[src/rtl/vga_pkg.sv]
// Shared timing defaults, counter width and phase/lock enums
// for the VGA porch generator (lock FSM under VGA_PORCH_LOCK_EN).
package vga_pkg;

  localparam int unsigned CNT_W = 10;

  localparam int unsigned DEF_VIDEO_WIDTH = 3;
  localparam int unsigned DEF_TOTAL_COLS  = 800;
  localparam int unsigned DEF_TOTAL_ROWS  = 525;
  localparam int unsigned DEF_ACTIVE_COLS = 640;
  localparam int unsigned DEF_ACTIVE_ROWS = 480;
  localparam int unsigned DEF_FP_HORZ     = 16;
  localparam int unsigned DEF_BP_HORZ     = 48;
  localparam int unsigned DEF_FP_VERT     = 10;
  localparam int unsigned DEF_BP_VERT     = 33;

  typedef enum logic [1:0] {
    PH_ACTIVE,
    PH_FRONT,
    PH_SYNC,
    PH_BACK
  } phase_t;

  typedef enum logic {
    UNLOCKED,
    LOCKED
  } lock_t;

  // Boundaries are exclusive upper ends of each phase.
  function automatic phase_t phase_of(
    input logic [CNT_W-1:0] cnt,
    input logic [CNT_W-1:0] a_end,
    input logic [CNT_W-1:0] f_end,
    input logic [CNT_W-1:0] s_end
  );
    if (cnt < a_end) return PH_ACTIVE;
    if (cnt < f_end) return PH_FRONT;
    if (cnt < s_end) return PH_SYNC;
    return PH_BACK;
  endfunction

endpackage

[src/rtl/vga_porch_gen_if.sv]
// Video bundle between upstream timing source and the porch generator.
// master drives i_* and observes o_*; slave is the generator.
interface vga_porch_gen_if #(
  parameter int unsigned VIDEO_WIDTH = 3
);

  logic                   i_HSync;
  logic                   i_VSync;
  logic [VIDEO_WIDTH-1:0] i_Red_Video;
  logic [VIDEO_WIDTH-1:0] i_Grn_Video;
  logic [VIDEO_WIDTH-1:0] i_Blu_Video;
  logic                   o_HSync;
  logic                   o_VSync;
  logic [VIDEO_WIDTH-1:0] o_Red_Video;
  logic [VIDEO_WIDTH-1:0] o_Grn_Video;
  logic [VIDEO_WIDTH-1:0] o_Blu_Video;
  logic                   o_Locked;

  modport master (
    output i_HSync, i_VSync,
    output i_Red_Video, i_Grn_Video, i_Blu_Video,
    input  o_HSync, o_VSync,
    input  o_Red_Video, o_Grn_Video, o_Blu_Video,
    input  o_Locked
  );

  modport slave (
    input  i_HSync, i_VSync,
    input  i_Red_Video, i_Grn_Video, i_Blu_Video,
    output o_HSync, o_VSync,
    output o_Red_Video, o_Grn_Video, o_Blu_Video,
    output o_Locked
  );

endinterface

[src/rtl/vga_frame_counter.sv]
// Column/row counters resynchronised by the upstream VSync
// rising edge; also flags the edge and the last frame position.
module vga_frame_counter
  import vga_pkg::*;
#(
  parameter int unsigned TOTAL_COLS = DEF_TOTAL_COLS,
  parameter int unsigned TOTAL_ROWS = DEF_TOTAL_ROWS
) (
  input  logic             clk,
  input  logic             rst_n,
  input  logic             vsync,
  output logic [CNT_W-1:0] col,
  output logic [CNT_W-1:0] row,
  output logic             rise,
  output logic             frame_end
);

  localparam logic [CNT_W-1:0] COL_LAST = CNT_W'(TOTAL_COLS - 1);
  localparam logic [CNT_W-1:0] ROW_LAST = CNT_W'(TOTAL_ROWS - 1);

  logic vsync_q;

  assign rise      = vsync & ~vsync_q;
  assign frame_end = (col == COL_LAST) && (row == ROW_LAST);

  // Edge restart wins over normal raster advance.
  always_ff @(posedge clk) begin
    if (!rst_n) begin
      col     <= '0;
      row     <= '0;
      vsync_q <= 1'b0;
    end else begin
      vsync_q <= vsync;
      if (rise) begin
        col <= '0;
        row <= '0;
      end else if (col == COL_LAST) begin
        col <= '0;
        row <= (row == ROW_LAST) ? '0 : row + CNT_W'(1);
      end else begin
        col <= col + CNT_W'(1);
      end
    end
  end

endmodule

[src/rtl/vga_porch_gen.sv]
// Porch/sync generator: blanks video outside the active area and
// emits low sync pulses; optional lock FSM via VGA_PORCH_LOCK_EN.
module vga_porch_gen
  import vga_pkg::*;
#(
  parameter int unsigned VIDEO_WIDTH      = DEF_VIDEO_WIDTH,
  parameter int unsigned TOTAL_COLS       = DEF_TOTAL_COLS,
  parameter int unsigned TOTAL_ROWS       = DEF_TOTAL_ROWS,
  parameter int unsigned ACTIVE_COLS      = DEF_ACTIVE_COLS,
  parameter int unsigned ACTIVE_ROWS      = DEF_ACTIVE_ROWS,
  parameter int unsigned FRONT_PORCH_HORZ = DEF_FP_HORZ,
  parameter int unsigned BACK_PORCH_HORZ  = DEF_BP_HORZ,
  parameter int unsigned FRONT_PORCH_VERT = DEF_FP_VERT,
  parameter int unsigned BACK_PORCH_VERT  = DEF_BP_VERT
) (
  input logic             i_Clk,
  input logic             i_Rst_L,
  vga_porch_gen_if.slave  vga
);

  localparam logic [CNT_W-1:0] H_A_END =
    CNT_W'(ACTIVE_COLS);
  localparam logic [CNT_W-1:0] H_F_END =
    CNT_W'(ACTIVE_COLS + FRONT_PORCH_HORZ);
  localparam logic [CNT_W-1:0] H_S_END =
    CNT_W'(TOTAL_COLS - BACK_PORCH_HORZ);
  localparam logic [CNT_W-1:0] V_A_END =
    CNT_W'(ACTIVE_ROWS);
  localparam logic [CNT_W-1:0] V_F_END =
    CNT_W'(ACTIVE_ROWS + FRONT_PORCH_VERT);
  localparam logic [CNT_W-1:0] V_S_END =
    CNT_W'(TOTAL_ROWS - BACK_PORCH_VERT);

  logic [CNT_W-1:0]       col;
  logic [CNT_W-1:0]       row;
  logic                   rise;
  logic                   frame_end;
  logic [VIDEO_WIDTH-1:0] red_d;
  logic [VIDEO_WIDTH-1:0] grn_d;
  logic [VIDEO_WIDTH-1:0] blu_d;
  phase_t                 h_ph;
  phase_t                 v_ph;
  logic                   visible;
  logic                   unused_hsync;

  // Timing is rebuilt from VSync alone; HSync is not needed.
  assign unused_hsync = vga.i_HSync;

  vga_frame_counter #(
    .TOTAL_COLS (TOTAL_COLS),
    .TOTAL_ROWS (TOTAL_ROWS)
  ) u_cnt (
    .clk       (i_Clk),
    .rst_n     (i_Rst_L),
    .vsync     (vga.i_VSync),
    .col       (col),
    .row       (row),
    .rise      (rise),
    .frame_end (frame_end)
  );

  assign h_ph    = phase_of(col, H_A_END, H_F_END, H_S_END);
  assign v_ph    = phase_of(row, V_A_END, V_F_END, V_S_END);
  assign visible = (h_ph == PH_ACTIVE) && (v_ph == PH_ACTIVE);

  // Stage 1 video delay keeps pixels aligned with the counters.
  always_ff @(posedge i_Clk) begin
    if (!i_Rst_L) begin
      red_d <= '0;
      grn_d <= '0;
      blu_d <= '0;
    end else begin
      red_d <= vga.i_Red_Video;
      grn_d <= vga.i_Grn_Video;
      blu_d <= vga.i_Blu_Video;
    end
  end

  // Stage 2 registered syncs and blanked video.
  always_ff @(posedge i_Clk) begin
    if (!i_Rst_L) begin
      vga.o_HSync     <= 1'b1;
      vga.o_VSync     <= 1'b1;
      vga.o_Red_Video <= '0;
      vga.o_Grn_Video <= '0;
      vga.o_Blu_Video <= '0;
    end else begin
      vga.o_HSync     <= (h_ph != PH_SYNC);
      vga.o_VSync     <= (v_ph != PH_SYNC);
      vga.o_Red_Video <= visible ? red_d : '0;
      vga.o_Grn_Video <= visible ? grn_d : '0;
      vga.o_Blu_Video <= visible ? blu_d : '0;
    end
  end

`ifdef VGA_PORCH_LOCK_EN
  lock_t state;
  lock_t state_nx;
  logic  tally;
  logic  tally_nx;

  // Lock state and good-edge tally register.
  always_ff @(posedge i_Clk) begin
    if (!i_Rst_L) begin
      state <= UNLOCKED;
      tally <= 1'b0;
    end else begin
      state <= state_nx;
      tally <= tally_nx;
    end
  end

  // Two back-to-back on-time edges lock; any late/early edge unlocks.
  always_comb begin
    state_nx = state;
    tally_nx = tally;
    if (rise) begin
      if (!frame_end) begin
        state_nx = UNLOCKED;
        tally_nx = 1'b0;
      end else if (state == UNLOCKED) begin
        if (tally) begin
          state_nx = LOCKED;
          tally_nx = 1'b0;
        end else begin
          tally_nx = 1'b1;
        end
      end
    end
  end

  assign vga.o_Locked = (state == LOCKED);
`else
  logic unused_lock;

  assign unused_lock = rise ^ frame_end;

  // No tracking: reports locked whenever out of reset.
  always_ff @(posedge i_Clk) begin
    if (!i_Rst_L) vga.o_Locked <= 1'b0;
    else          vga.o_Locked <= 1'b1;
  end
`endif

endmodule

[src/flat_wrapper.sv]
// flat-port wrapper written by rule: the top's interface ports become plain ports
module vga_porch_gen_flat import vga_pkg::*;
#(
  parameter int unsigned VIDEO_WIDTH      = DEF_VIDEO_WIDTH,
  parameter int unsigned TOTAL_COLS       = DEF_TOTAL_COLS,
  parameter int unsigned TOTAL_ROWS       = DEF_TOTAL_ROWS,
  parameter int unsigned ACTIVE_COLS      = DEF_ACTIVE_COLS,
  parameter int unsigned ACTIVE_ROWS      = DEF_ACTIVE_ROWS,
  parameter int unsigned FRONT_PORCH_HORZ = DEF_FP_HORZ,
  parameter int unsigned BACK_PORCH_HORZ  = DEF_BP_HORZ,
  parameter int unsigned FRONT_PORCH_VERT = DEF_FP_VERT,
  parameter int unsigned BACK_PORCH_VERT  = DEF_BP_VERT
)
  (i_Clk, i_Rst_L, vga_i_HSync, vga_i_VSync, vga_i_Red_Video, vga_i_Grn_Video, vga_i_Blu_Video, vga_o_HSync, vga_o_VSync, vga_o_Red_Video, vga_o_Grn_Video, vga_o_Blu_Video, vga_o_Locked);
  vga_porch_gen_if #(.VIDEO_WIDTH(VIDEO_WIDTH)) vga_i ();
  input logic i_Clk;
  input logic i_Rst_L;
  input wire logic [$bits(vga_i.i_HSync)-1:0] vga_i_HSync;
  input wire logic [$bits(vga_i.i_VSync)-1:0] vga_i_VSync;
  input wire logic [$bits(vga_i.i_Red_Video)-1:0] vga_i_Red_Video;
  input wire logic [$bits(vga_i.i_Grn_Video)-1:0] vga_i_Grn_Video;
  input wire logic [$bits(vga_i.i_Blu_Video)-1:0] vga_i_Blu_Video;
  output wire logic [$bits(vga_i.o_HSync)-1:0] vga_o_HSync;
  output wire logic [$bits(vga_i.o_VSync)-1:0] vga_o_VSync;
  output wire logic [$bits(vga_i.o_Red_Video)-1:0] vga_o_Red_Video;
  output wire logic [$bits(vga_i.o_Grn_Video)-1:0] vga_o_Grn_Video;
  output wire logic [$bits(vga_i.o_Blu_Video)-1:0] vga_o_Blu_Video;
  output wire logic [$bits(vga_i.o_Locked)-1:0] vga_o_Locked;
  assign vga_i.i_HSync = vga_i_HSync;
  assign vga_i.i_VSync = vga_i_VSync;
  assign vga_i.i_Red_Video = vga_i_Red_Video;
  assign vga_i.i_Grn_Video = vga_i_Grn_Video;
  assign vga_i.i_Blu_Video = vga_i_Blu_Video;
  assign vga_o_HSync = vga_i.o_HSync;
  assign vga_o_VSync = vga_i.o_VSync;
  assign vga_o_Red_Video = vga_i.o_Red_Video;
  assign vga_o_Grn_Video = vga_i.o_Grn_Video;
  assign vga_o_Blu_Video = vga_i.o_Blu_Video;
  assign vga_o_Locked = vga_i.o_Locked;
  vga_porch_gen #(.VIDEO_WIDTH(VIDEO_WIDTH), .TOTAL_COLS(TOTAL_COLS), .TOTAL_ROWS(TOTAL_ROWS), .ACTIVE_COLS(ACTIVE_COLS), .ACTIVE_ROWS(ACTIVE_ROWS), .FRONT_PORCH_HORZ(FRONT_PORCH_HORZ), .BACK_PORCH_HORZ(BACK_PORCH_HORZ), .FRONT_PORCH_VERT(FRONT_PORCH_VERT), .BACK_PORCH_VERT(BACK_PORCH_VERT)) u_core (.i_Clk(i_Clk), .i_Rst_L(i_Rst_L), .vga(vga_i));
endmodule
[config.mk]
export PLATFORM = sky130hd
export DESIGN_NAME = vga_porch_gen_flat
export DESIGN_NICKNAME = d
export VERILOG_FILES = /design/src/rtl/vga_pkg.sv /design/src/rtl/vga_porch_gen_if.sv /design/src/rtl/vga_frame_counter.sv /design/src/rtl/vga_porch_gen.sv /design/src/flat_wrapper.sv
export SDC_FILE = /design/constraint.sdc
export NUM_CORES = 1
export LEC_CHECK = 0
export CAP_MARGIN = 5
export CORE_MARGIN = 5
export CORE_UTILIZATION = 55
export DETAILED_ROUTE_END_ITERATION = 16
export PLACE_DENSITY_LB_ADDON = 0.2
export SYNTH_ARGS = -nofsm -noshare
export SYNTH_HDL_FRONTEND = slang
export SYNTH_SLANG_ARGS = --single-unit
[constraint.sdc]
create_clock -name i_Clk -period 6.1 [get_ports i_Clk]
set_input_delay 1.83 -clock i_Clk [delete_from_list [all_inputs] [get_ports i_Clk]]
set_output_delay 1.83 -clock i_Clk [all_outputs]
set_load 0.01 [all_outputs]
==> results.tsv <==
metric	value	unit
status	finished, final reports clean	
timing.rr.end	u_core.u_cnt.row[3]$_SDFFE_PP0P_	
drc	0	
finalCriticalPeriod	3.41	ns
syn-num-nets	181	
placed_cells	215	
area_growth_syn_to_layout	19.2	%
r2r_slack	3.99	ns
max_slew_margin	46.4	%
cts.sinks	42	
worstPathMaxFanout	14	
required	6.37	ns
port_buffers	23	
clk_pin_slew	0.12	ns
die_h	63.9	µm
grt_pass1_vias	1168	
syn_avg_cell_area	9.68	µm²
io_pins	25	
dieArea	4080	µm²
ys_warn_count	0	
endpoint	u_core.vga.o_Grn_Video[1]$_SDFF_PN0_	
arrival	3.68	ns
synthXorXnorAreaFrac	6.03	%
met2_usage	27.8	%
powerDensity	233	nW/µm²
ant_nets	0	
cts.repair.resized	0	
nNetsFinal	207	
grt_overflow	0	
start_util	57.9	%
place.gp.congestion	0.790	
gr-usage-met1	17.6	%
gr-usage-met3	4.55	%
post_route_cells_drive_above_1_share	7.29	%
rsz0062_at_grt	false	
synth_top_family_by_area	simple AND/OR/NAND/NOR gates	
clk_path_buf_depth	2	
switching_share	20.7	%
worstSkewPairLatency	0.33	ns
antenna_found_initial	0	
synth-compound-area-share	6.11	%
layout_common_cells	42 x dfxtp_1, 23 x clkdlybuf4s50_1, 19 x and2_1, 17 x nor2_1, 11 x nand2_1	
setup.worst_path.start_class	input pin	
fmax	0.294	GHz
muxShareOfSynthArea	0	%
htreeDepth	2	
place_hpwl	2250	µm
fillers	222	
vias	1197	
root_buffer	clkbuf_4	
final_common_cell	dfxtp_1	
clkPwrFrac	30.6	%
timing.setup.tns	0	ns
endpoint_kind	flip-flop	
via_per_inst	5.37	
ys_types	37	
tightest_slew	0.797	ns
slew_viol_final	0	
cts_tree	built	
wl	2960	µm
r2r_cells	5	
drtIter0Drc	38	
seqPwrFrac	63.8	%
track_usage	15.7	%
crit_type	input pin to flip-flop	
reg2reg_from	u_core.u_cnt.col[0]$_SDFF_PP0_	
netlist_area	1600	µm²
hold_path_class	flip-flop to flip-flop	
grt.busiest_layer	met2	
irDropWorstVdd	260	µV
cts_setup_buffers	0	
synth-seq-cells	42	
switching_power	92.1	µW
synth_top_area_share	52.7	%
synth_fa_ha_area_share	2.35	%
core-area	2760	µm²
diodes	0	
dr.pass1.iters	4	
intPower	352	µW
grt_start_max_net_pins	15	
grt_pass1_wl	5150	µm
netlist_instances	165	
period_share	55.8	%
hold_viol	0	
maxCapViolations	0	
leakage	0.000672	µW
stdcell_count	223	
yosys.area_share.simple	29.8	%
die_x	63.9	µm
ys_seq_area_share	52.7	%
skew	0.00828	ns
cts-hold-fix-buffers	0	
wl_per_cell	13.3	µm
cts_made_buffers	5	
synth_top_cell_by_area	dfxtp_1	
comb_power_share	5.6	%
synth_area_leaders	dfxtp_1 53%, and2_1 7.4%, xnor2_1 4.9%, nor2_1 4.0%, nand3_1 2.8%	
startpoint	i_Rst_L	
setup_violations	0	
fp-row-count	19	
-- kinds of logic (layout without fill, tap and decap cells) --
kind of cell / count (synthesis) / count (layout)
AOI/OAI and AO/OA: 15 / 15
xor gates and xnor gates: 11 / 11
adders and majority gates: 3 / 3
buffers and inverters: 11 / 38
DFF: 42 / 42
and+or+nand+nor: 83 / 83
-- critical path, cell delays in order --
cell,delay [ns]
clkdlybuf4s50_1,0.69
nor2b_1,0.22
nand2_1,0.07
nor3_1,0.63
and2_1,0.23
-- power groups by stage --
stage	Clock, µW	Sequential [µW]	Combinational, µW
after CTS	140	284	25.5
after detailed placement	0	290	25.3
final	136	283	24.7
after global routing	157	284	27.3
after global placement	0	289	24.5
after floorplan	0	291	9.11
-- worst min-delay path by stage --
stage                                     startpoint                                    to  slack [ns]  cells past startpoint
after floorplan           u_core.blu_d[0]$_SDFF_PN0_  u_core.vga.o_Blu_Video[0]$_SDFF_PN0_        0.41                      1
after global placement    u_core.grn_d[2]$_SDFF_PN0_  u_core.vga.o_Grn_Video[2]$_SDFF_PN0_        0.41                      1
after detailed placement  u_core.red_d[1]$_SDFF_PN0_  u_core.vga.o_Red_Video[1]$_SDFF_PN0_        0.42                      1
after CTS                 u_core.red_d[2]$_SDFF_PN0_  u_core.vga.o_Red_Video[2]$_SDFF_PN0_        0.45                      1
after global routing      u_core.red_d[2]$_SDFF_PN0_  u_core.vga.o_Red_Video[2]$_SDFF_PN0_        0.46                      1
final                     u_core.red_d[2]$_SDFF_PN0_  u_core.vga.o_Red_Video[2]$_SDFF_PN0_        0.43                      1
-- cells in the mapped netlist (all sizes together) --
library cell,number
and2,19
nor4b,1
nor3,4
or2,1
nand3,9
or3,4
nand3b,1
or2b,1
buf,1
or4,2
nor2,17
o21bai,1
xnor2,9
nor4,4
o41ai,1
o2111ai,1
a21oi,7
nand4bb,1
nor2b,1
xor2,2
nand2,11
nand4b,2
inv,7
dfxtp,42
o21ai,2
a31o,1
and3,2
ha,3
nand4,3
clkbuf,3
o31ai,2
-- sequential cells by signal, indices dropped and copies added, names as in the netlist --
signal,cells
u_core.blu_d,3
u_core.grn_d,3
u_core.red_d,3
u_core.u_cnt.col,10
u_core.u_cnt.row,10
u_core.u_cnt.vsync_q,1
u_core.vga.o_Blu_Video,3
u_core.vga.o_Grn_Video,3
u_core.vga.o_HSync,1
u_core.vga.o_Locked,1
u_core.vga.o_Red_Video,3
u_core.vga.o_VSync,1
-- area by class of cell --
| class | count | area [µm²] | area share (%) |
|---|---|---|---|
| Multi-Input combinational cell | 112 | 707 | 37.1 |
| Clock inverter | 1 | 5.00 | 0.263 |
| Sequential cell | 42 | 841 | 44.2 |
| Timing Repair Buffer | 23 | 230 | 12.1 |
| Clock buffer | 7 | 55.1 | 2.89 |
| Inverter | 7 | 26.3 | 1.38 |
| Tap cell | 31 | 38.8 | 2.04 |
-- stage by stage --
stage / util [%] / hold WS (ns) / setup slack, ns / power, µW / area (µm²)
after floorplan: - / 0.406 / 3.43 / 300 / 1600
after CTS: 69.0 / 0.445 / 2.59 / 449 / 1900
final: 69.0 / 0.435 / 2.69 / 444 / 1900
after detailed placement: 66.8 / 0.416 / 2.23 / 315 / 1840
after global routing: 69.0 / 0.461 / 2.50 / 469 / 1900
after global placement: 66.8 / 0.409 / 2.35 / 314 / 1840
-- layer usage --
| layer | part of all wire [%] | vias to the layer above |
|---|---|---|
| li1 | - | 614 |
| met1 | 42 | 552 |
| met3 | 5.0 | 2 |
| met4 | 0.47 | 0 |
| met2 | 52 | 29 |
| met5 | 0 | - |
Note: power is estimated with default switching activity, not from simulation.
